File: src/rtl/sound_arbiter.sv
// Fixed-priority owner of the single piezo tone driver: alarm > keypad click > lullaby.
// Inserts a tick-timed silent gap on every ownership change and generates the click tone.
module sound_arbiter #(
    parameter logic [12:0] CLICK_NOTE  = 13'd956,
    parameter int unsigned CLICK_TICKS = 4,
    parameter int unsigned GAP_TICKS   = 1
) (
    input  logic        clock_i,
    input  logic        reset_i,
    input  logic        tick_i,
    input  logic        mute_i,
    input  logic [12:0] alarm_beat_i,
    input  logic [12:0] lullaby_beat_i,
    input  logic        key_pulse_i,
    output logic [12:0] play_sound_o,
    output logic [1:0]  grant_o,
    output logic        busy_o
);

    typedef enum logic [1:0] {StIdle, StPlay, StGap} state_e;

    localparam logic [1:0] GrNone  = 2'd0;
    localparam logic [1:0] GrAlarm = 2'd1;
    localparam logic [1:0] GrClick = 2'd2;
    localparam logic [1:0] GrLull  = 2'd3;

    localparam logic [3:0] ClickLoad = 4'(CLICK_TICKS);
    localparam logic [3:0] GapLoad   = 4'(GAP_TICKS);

    state_e      state_q, state_d;
    logic [1:0]  grant_q, grant_d;
    logic [12:0] play_q, play_d;
    logic [3:0]  click_cnt_q, click_cnt_d;
    logic [3:0]  gap_cnt_q, gap_cnt_d;
    logic        tick_q;
    logic        busy_q, busy_d;

    logic        tick_rise;
    logic        req_alarm, req_click, req_lull;
    logic [1:0]  winner;
    logic [12:0] winner_code;

    assign tick_rise = tick_i & ~tick_q;
    assign req_alarm = (alarm_beat_i != 13'd0);
    assign req_click = (click_cnt_q != 4'd0);
    assign req_lull  = (lullaby_beat_i != 13'd0);

    always_comb begin
        winner      = GrNone;
        winner_code = 13'd0;
        if (req_alarm) begin
            winner      = GrAlarm;
            winner_code = alarm_beat_i;
        end else if (req_click) begin
            winner      = GrClick;
            winner_code = CLICK_NOTE;
        end else if (req_lull) begin
            winner      = GrLull;
            winner_code = lullaby_beat_i;
        end
    end

    always_comb begin
        state_d     = state_q;
        grant_d     = grant_q;
        play_d      = play_q;
        gap_cnt_d   = gap_cnt_q;
        click_cnt_d = click_cnt_q;

        // A keypress reload beats a same-cycle tick decrement.
        if (key_pulse_i) begin
            click_cnt_d = ClickLoad;
        end else if (tick_rise && click_cnt_q != 4'd0) begin
            click_cnt_d = click_cnt_q - 4'd1;
        end

        unique case (state_q)
            StIdle: begin
                if (winner != GrNone) begin
                    state_d = StPlay;
                    grant_d = winner;
                    play_d  = winner_code;
                end else begin
                    play_d = 13'd0;
                end
            end
            StPlay: begin
                if (winner == grant_q) begin
                    play_d = winner_code;
                end else if (winner == GrNone) begin
                    state_d = StIdle;
                    grant_d = GrNone;
                    play_d  = 13'd0;
                end else if (GapLoad != 4'd0) begin
                    state_d   = StGap;
                    gap_cnt_d = GapLoad;
                    grant_d   = GrNone;
                    play_d    = 13'd0;
                end else begin
                    grant_d = winner;
                    play_d  = winner_code;
                end
            end
            StGap: begin
                play_d = 13'd0;
                if (tick_rise) begin
                    gap_cnt_d = gap_cnt_q - 4'd1;
                    if (gap_cnt_q == 4'd1) begin
                        if (winner != GrNone) begin
                            state_d = StPlay;
                            grant_d = winner;
                            play_d  = winner_code;
                        end else begin
                            state_d = StIdle;
                            grant_d = GrNone;
                        end
                    end
                end
            end
            default: begin
                state_d = StIdle;
                grant_d = GrNone;
                play_d  = 13'd0;
            end
        endcase

        // Mute silences everything and drops any pending click.
        if (mute_i) begin
            state_d     = StIdle;
            grant_d     = GrNone;
            play_d      = 13'd0;
            click_cnt_d = 4'd0;
            gap_cnt_d   = 4'd0;
        end

        busy_d = (state_d != StIdle);
    end

    always_ff @(posedge clock_i) begin
        if (reset_i) begin
            state_q     <= StIdle;
            grant_q     <= GrNone;
            play_q      <= 13'd0;
            click_cnt_q <= 4'd0;
            gap_cnt_q   <= 4'd0;
            tick_q      <= 1'b0;
            busy_q      <= 1'b0;
        end else begin
            state_q     <= state_d;
            grant_q     <= grant_d;
            play_q      <= play_d;
            click_cnt_q <= click_cnt_d;
            gap_cnt_q   <= gap_cnt_d;
            tick_q      <= tick_i;
            busy_q      <= busy_d;
        end
    end

    assign play_sound_o = play_q;
    assign grant_o      = grant_q;
    assign busy_o       = busy_q;

endmodule

File: config.mk
export PLATFORM = sky130hd
export DESIGN_NAME = sound_arbiter
export DESIGN_NICKNAME = d
export VERILOG_FILES = /design/src/rtl/sound_arbiter.sv
export SDC_FILE = /design/constraint.sdc
export NUM_CORES = 1
export LEC_CHECK = 0
export ABC_AREA = 1
export CORE_MARGIN = 4
export CORE_UTILIZATION = 46
export DETAILED_ROUTE_END_ITERATION = 7
export HOLD_SLACK_MARGIN = 0.15
export PLACE_DENSITY_LB_ADDON = 0.2
export SYNTH_ARGS = -nofsm -noshare
export SYNTH_HDL_FRONTEND = slang
export SYNTH_SLANG_ARGS = --single-unit
File: constraint.sdc
create_clock -name clock_i -period 2.2 [get_ports clock_i]
set_clock_uncertainty 0.05 [all_clocks]
set_input_delay 0.44 -clock clock_i [delete_from_list [all_inputs] [get_ports clock_i]]
set_output_delay 0.44 -clock clock_i [all_outputs]
set_load 0.02 [all_outputs]
# --- Yosys cells after proc, flatten, opt, wreduce, memory -nomap -nowiden ---
# Cells that the tools add are included.
op_classes:
  n_addsub: 2
  eq_ne: 9
  muxes: 31
  bitwise: 2
  reduce_logical: 14
ops:
  columns: ["operator", "count"]
  rows:
  - ["$mux W13", 7]
  - ["$pmux W13 S3", 1]
  - ["$mux W2", 14]
  - ["$reduce_bool A13 Y1", 2]
  - ["$mux W4", 3]
  - ["$pmux W2 S3", 2]
  - ["$ne A2 B2 Y1 const B", 5]
  - ["$pmux W4 S2", 1]
  - ["$reduce_and A4 Y1", 2]
  - ["$reduce_bool A2 Y1", 4]
  - ["$sub A4 B1 Y4 const B", 2]
  - ["$mux W3", 2]
  - ["$eq A4 B1 Y1 const B", 1]
  - ["$logic_not A2 Y1", 2]
  - ["$reduce_bool A4 Y1", 1]
  - ["$reduce_or A3 Y1", 1]
  - ["$eq A2 B1 Y1 const B", 1]
  - ["$eq A2 B2 Y1", 1]
  - ["$eq A2 B2 Y1 const B", 1]
  - ["$reduce_or A2 Y1", 1]
  - ["$and A1 B1 Y1", 1]
  - ["$logic_and A1 B1 Y1", 1]
  - ["$mux W1", 1]
  - ["$not A1 Y1", 1]
word_totals:
  regBits: 27
  input_bits: 31
  out_inout_bits: 16
  elab_cells: 66

# --- Depth between registers and ports, before layout ---
logic_depth:
  depth_word: 11
  mapped_depth: 14
  depth_no_buf: 14

# --- Least setup slack after synthesis ---
# No wires, ideal clock.
synth_timing:
  path_type: "input port to flip-flop"
  startpoint: "in lullaby_beat_i[6]"
  endpoint: "reg busy_q (netlist: busy_o)"
  setup_time_ns: 0.115
  t_arrival_ns: 1.612
  required_ns: 2.035
  slack_ns: 0.423
  path_stages: 12
  n_path_buf: 1
  path_cell_list: "or2_1 > nor2_2 > nand2_1 > nand2_2 > nand2_2 > nand2_1 > nand2_2 > nand3_4 > nand2_4 > nand2_4 > buf_12 > nand2_4"
synth_between:
  elab_chain_cells: 11
  elab_cells_between_ends: 16
  classes_between: "eq/ne: 1; mux: 11; reduce/logical: 4"
synth_rtl:
  columns: ["element", "line", "text"]
  rows:
  - ["from (decl)", "13", "input logic [12:0] lullaby_beat_i,"]
  - ["$reduce_bool A13 Y1 *", "46", "assign req_lull = (lullaby_beat_i != 13'd0);"]
  - ["$mux W2 *", "57", "end else if (req_lull) begin"]
  - ["$mux W2 *", "54", "end else if (req_click) begin"]
  - ["$mux W2 *", "51", "if (req_alarm) begin"]
  - ["$reduce_bool A2 Y1", "79, 109", null]
  - ["$mux W1", "109", "if (winner != GrNone) begin"]
  - ["$mux W2", "108", "if (gap_cnt_q == 4'd1) begin"]
  - ["$mux W2", "106", "if (tick_rise) begin"]
  - ["$pmux W2 S3 *", "77", "unique case (state_q)"]
  - ["$mux W2 *", "128", "if (mute_i) begin"]
  - ["$reduce_bool A2 Y1 *", "136", "busy_d = (state_d != StIdle);"]
  - ["to (signal assigned)", "155", "busy_q <= busy_d;"]
  - ["to (decl)", "36", "logic busy_q, busy_d;"]
# Every way passes the cells marked *; elsewhere a longest branch is shown, timed or not.
# A chain may end at the register's enable or synchronous reset.

# --- Final worst setup path ---
layout_timing:
  startpoint: "in alarm_beat_i[5]"
  endpoint: "reg gap_cnt_q[0]"
layout_between:
  elab_chain_cells: 5
  elab_cells_between_ends: 7
  classes_between: "eq/ne: 3; mux: 1; reduce/logical: 3"
layout_rtl:
  columns: ["element", "line", "text"]
  rows:
  - ["from (decl)", "12", "input logic [12:0] alarm_beat_i,"]
  - ["$reduce_bool A13 Y1 *", "44", "assign req_alarm = (alarm_beat_i != 13'd0);"]
  - ["$mux W2 *", "51", null]
  - ["$eq A2 B2 Y1 / $logic_not A2 Y1 (equally long branches)", "88, 90", null]
  - ["$ne A2 B2 Y1 (no source line)", null, null]
  - ["$reduce_and A4 Y1 (no source line) *", null, null]
  - ["to (signal assigned)", "153", "gap_cnt_q <= gap_cnt_d;"]
  - ["to (decl)", "34", "logic [3:0] gap_cnt_q, gap_cnt_d;"]
# Marks and branches as above.

==> flow_metrics.env <==
export IMPL_hold_buffers=0
export IMPL_endpoint_kind="flop"
export IMPL_seqPwrFrac_pct=54.1
export IMPL_dr_pass1_iters=4
export IMPL_syn_area_per_cell_um2=7.55
export IMPL_yosys_warnings=0
export IMPL_synth_edf_count=0
export IMPL_grt_remaining_overflow=0
export IMPL_synth_top_area_share_pct=36.5
export IMPL_dpl_cell_count=295
export IMPL_powerDensity_nw_per_um2=454
export IMPL_critical_path_most_common_cell="nand2_1"
export IMPL_port_buffers=46
export IMPL_place_hpwl_um=2910
export IMPL_switching_share_pct=26.8
export IMPL_min_path_cells=2
export IMPL_yosys_area_top_type="dfxtp_1"
export IMPL_r2r_slack_ns=0.30
export IMPL_internal_power_mw=0.696
export IMPL_wl_per_cell_um=11.4
export IMPL_crit_slowest_cell="clkdlybuf4s50_1"
export IMPL_clockBufferDepth=2
export IMPL_hold_class="reg2reg"
export IMPL_status="completed"
export IMPL_worst_r2r_endpoint="gap_cnt_q[0]$_SDFFE_PP0P_"
export IMPL_tightest_slew_ns=0.368
export IMPL_root_buffer="clkbuf_4"
export IMPL_synth_common_cells="33 x nor2_1, 32 x nand2_1, 29 x inv_1"
export IMPL_rows=20
export IMPL_cts_tree="done"
export IMPL_synthCells=196
export IMPL_fill_cells=271
export IMPL_via_per_inst=4.64
export IMPL_grt_max_degree=15
export IMPL_startpoint_type="input port"
export IMPL_async_flop_share_pct=0
export IMPL_nNetsFinal=290
export IMPL_cts_buffers=3
export IMPL_path_clk_slew_ns=0.14
export IMPL_grt_pass1_wl_um=5840
export IMPL_grt_use_total_pct=17.4
export IMPL_drt_first_iter_violations=45
export IMPL_synth_nets=230
export IMPL_slew_headroom_pct=75.4
export IMPL_power_static_leakage_nw=0.900
export IMPL_fin_cells=299
export IMPL_worst_path_max_fanout=9
export IMPL_r2r_cells=14
export IMPL_grt_pass1_vias=1360
export IMPL_ys_seq_area_share_pct=36.5
export IMPL_clockPowerShare_pct=22.1
export IMPL_synthTopCellsByArea="dfxtp_1 37%, nor2_1 8.4%, nand2_1 8.1%, inv_1 7.4%, nor2_4 6.1%"
export IMPL_pwr_share_comb_pct=23.8
export IMPL_synth_main_ff_cell="dfxtp_1"
export IMPL_grt_antenna_before_repair=0
export IMPL_clock_latency_ns=0.31
export IMPL_ctsResizeCount=0
export IMPL_ys_ff_latch=27
export IMPL_min_to="click_cnt_q[0]$_SDFFE_PP0P_"
export IMPL_finalHoldViolCount=0
export IMPL_pin_count=47
export IMPL_netlist_area_um2=1480
export IMPL_path_cells="clkdlybuf4s50_1, nor2_1, nand3_2, nor2_8, nand2_1, nand2_1, nand2_1, inv_2, nand3_4, buf_12, nand2_2, nand2_1, nand2_1, nor2_1"
export IMPL_r2r_start="click_cnt_q[0]$_SDFFE_PP0P_"
export IMPL_slew_violations=0
export IMPL_p_switching_mw=0.255
export IMPL_dieWidth_um=64.7
export IMPL_yosysMostFrequentCell="nor2_1"
export IMPL_period_minus_slack_ns=1.93
export IMPL_hold_start="click_cnt_q[0]$_SDFFE_PP0P_"
export IMPL_core_um2=3050
export IMPL_wirelength_um=3400
export IMPL_vias=1386
export IMPL_htree_levels=1
export IMPL_drive_gt1_share_pct=14.9
export IMPL_finalCritPeriodShare_pct=87.9
export IMPL_cts_sinks=27
export IMPL_post_cts_buffers=0
export IMPL_crit_type="in2reg"
export IMPL_antenna_left=0
export IMPL_drc=0
export IMPL_antenna_cells=0
export IMPL_drv_cap=0
export IMPL_setup_viol_count_final=0
export IMPL_startpoint="alarm_beat_i[5]"
export IMPL_start_util_pct=48.4
export IMPL_cpPeakStageDelay_ns=0.43
export IMPL_rsz0062_at_grt="no"
export IMPL_setup_tns_ns=0
export IMPL_syn2layout_area_growth_pct=41.8
export IMPL_yosysUniqueCellTypes=35
export IMPL_gp_congestion=0.834
export IMPL_worstPathArrival_ns=2.11
export IMPL_die_h_um=64.7
export IMPL_peakVddDrop_mv=0.251
export IMPL_max_freq_ghz=0.517
export IMPL_crit_required_ns=2.37
export IMPL_dieArea_um2=4190
-- layer usage --
metal	global-route usage (%)	part of all wire (%)
met1	20.9	45
met2	32.7	50
met3	2.60	3.9
met4	3.17	0.85
met5	0	0
-- worst max-delay path by stage --
stage / end / cells past startpoint / slack [ns]
floorplan: busy_o$_SDFF_PP0_ / 12 / 0.42
global placement: gap_cnt_q[0]$_SDFFE_PP0P_ / 14 / -0.04
detailed placement: gap_cnt_q[0]$_SDFFE_PP0P_ / 13 / -0.05
CTS: gap_cnt_q[0]$_SDFFE_PP0P_ / 14 / 0.29
global route: gap_cnt_q[0]$_SDFFE_PP0P_ / 14 / 0.14
finish: gap_cnt_q[0]$_SDFFE_PP0P_ / 14 / 0.27
-- registers in the layout, summed over array words and instances (netlist names) --
register,cells
play_sound_o,13
grant_o,2
tick_q,1
gap_cnt_q,4
click_cnt_q,4
state_q,2
busy_o,1
-- through the flow --
step	hold WS [ns]	power (mW)	instance area, um^2	setup WS (ns)	util, %
6_report	0.425	0.952	2100	0.266	68.7
5_1_grt	0.448	1.01	2100	0.137	68.7
4_1_cts	0.431	0.965	2100	0.291	68.7
3_5_place_dp	0.412	0.753	2070	-0.0528	67.8
3_3_place_gp	0.400	0.750	2070	-0.0406	67.8
2_1_floorplan	0.389	0.639	1480	0.423	-
-- kinds of logic after synthesis --
group | count (synthesis) | share of synthesized area (%)
buffers and inverters | 33 | 9.98
flip-flops | 27 | 36.5
AND/OR/NAND/NOR | 104 | 38.6
adder cells (fa/ha/maj) | 3 | 2.54
AO/OA/AOI/OAI | 26 | 10.6
XOR/XNOR | 3 | 1.78
-- layout make-up --
class	instances	area (um^2)	share of cell area (%)
Multi-Input combinational cell	136	791	37.7
Timing Repair Buffer	57	568	27.1
Sequential cell	27	541	25.8
Inverter	31	116	5.55
Tap cell	44	55.1	2.63
Clock buffer	4	26.3	1.25
-- cell usage in the layout, fill, tap and decap left out, types with 2 or more instances in the layout --
master	count
a21oi_1	8
o21ai_0	3
o22ai_1	7
nor2_4	8
buf_4	9
nand4_1	2
nor2_1	33
dfxtp_1	27
xnor2_1	2
nand2_4	3
clkdlybuf4s50_1	46
nand2_2	5
inv_2	2
buf_12	2
nand3_1	12
ha_1	3
nand2_1	32
clkbuf_4	3
inv_1	29
-- worst max-delay path: cells and delay by family --
family,cells,cell delay [ns]
buffers and inverters,3,0.66
AND/OR/NAND/NOR,11,0.99
-- power by group through the flow --
stage,Clock (mW),Combinational (mW),Sequential (mW)
floorplan,0,0.0973,0.542
CTS,0.222,0.228,0.515
detailed placement,0,0.227,0.526
global placement,0,0.224,0.525
finish,0.210,0.226,0.515
global route,0.240,0.248,0.518
(Power assumes the default switching activity.)
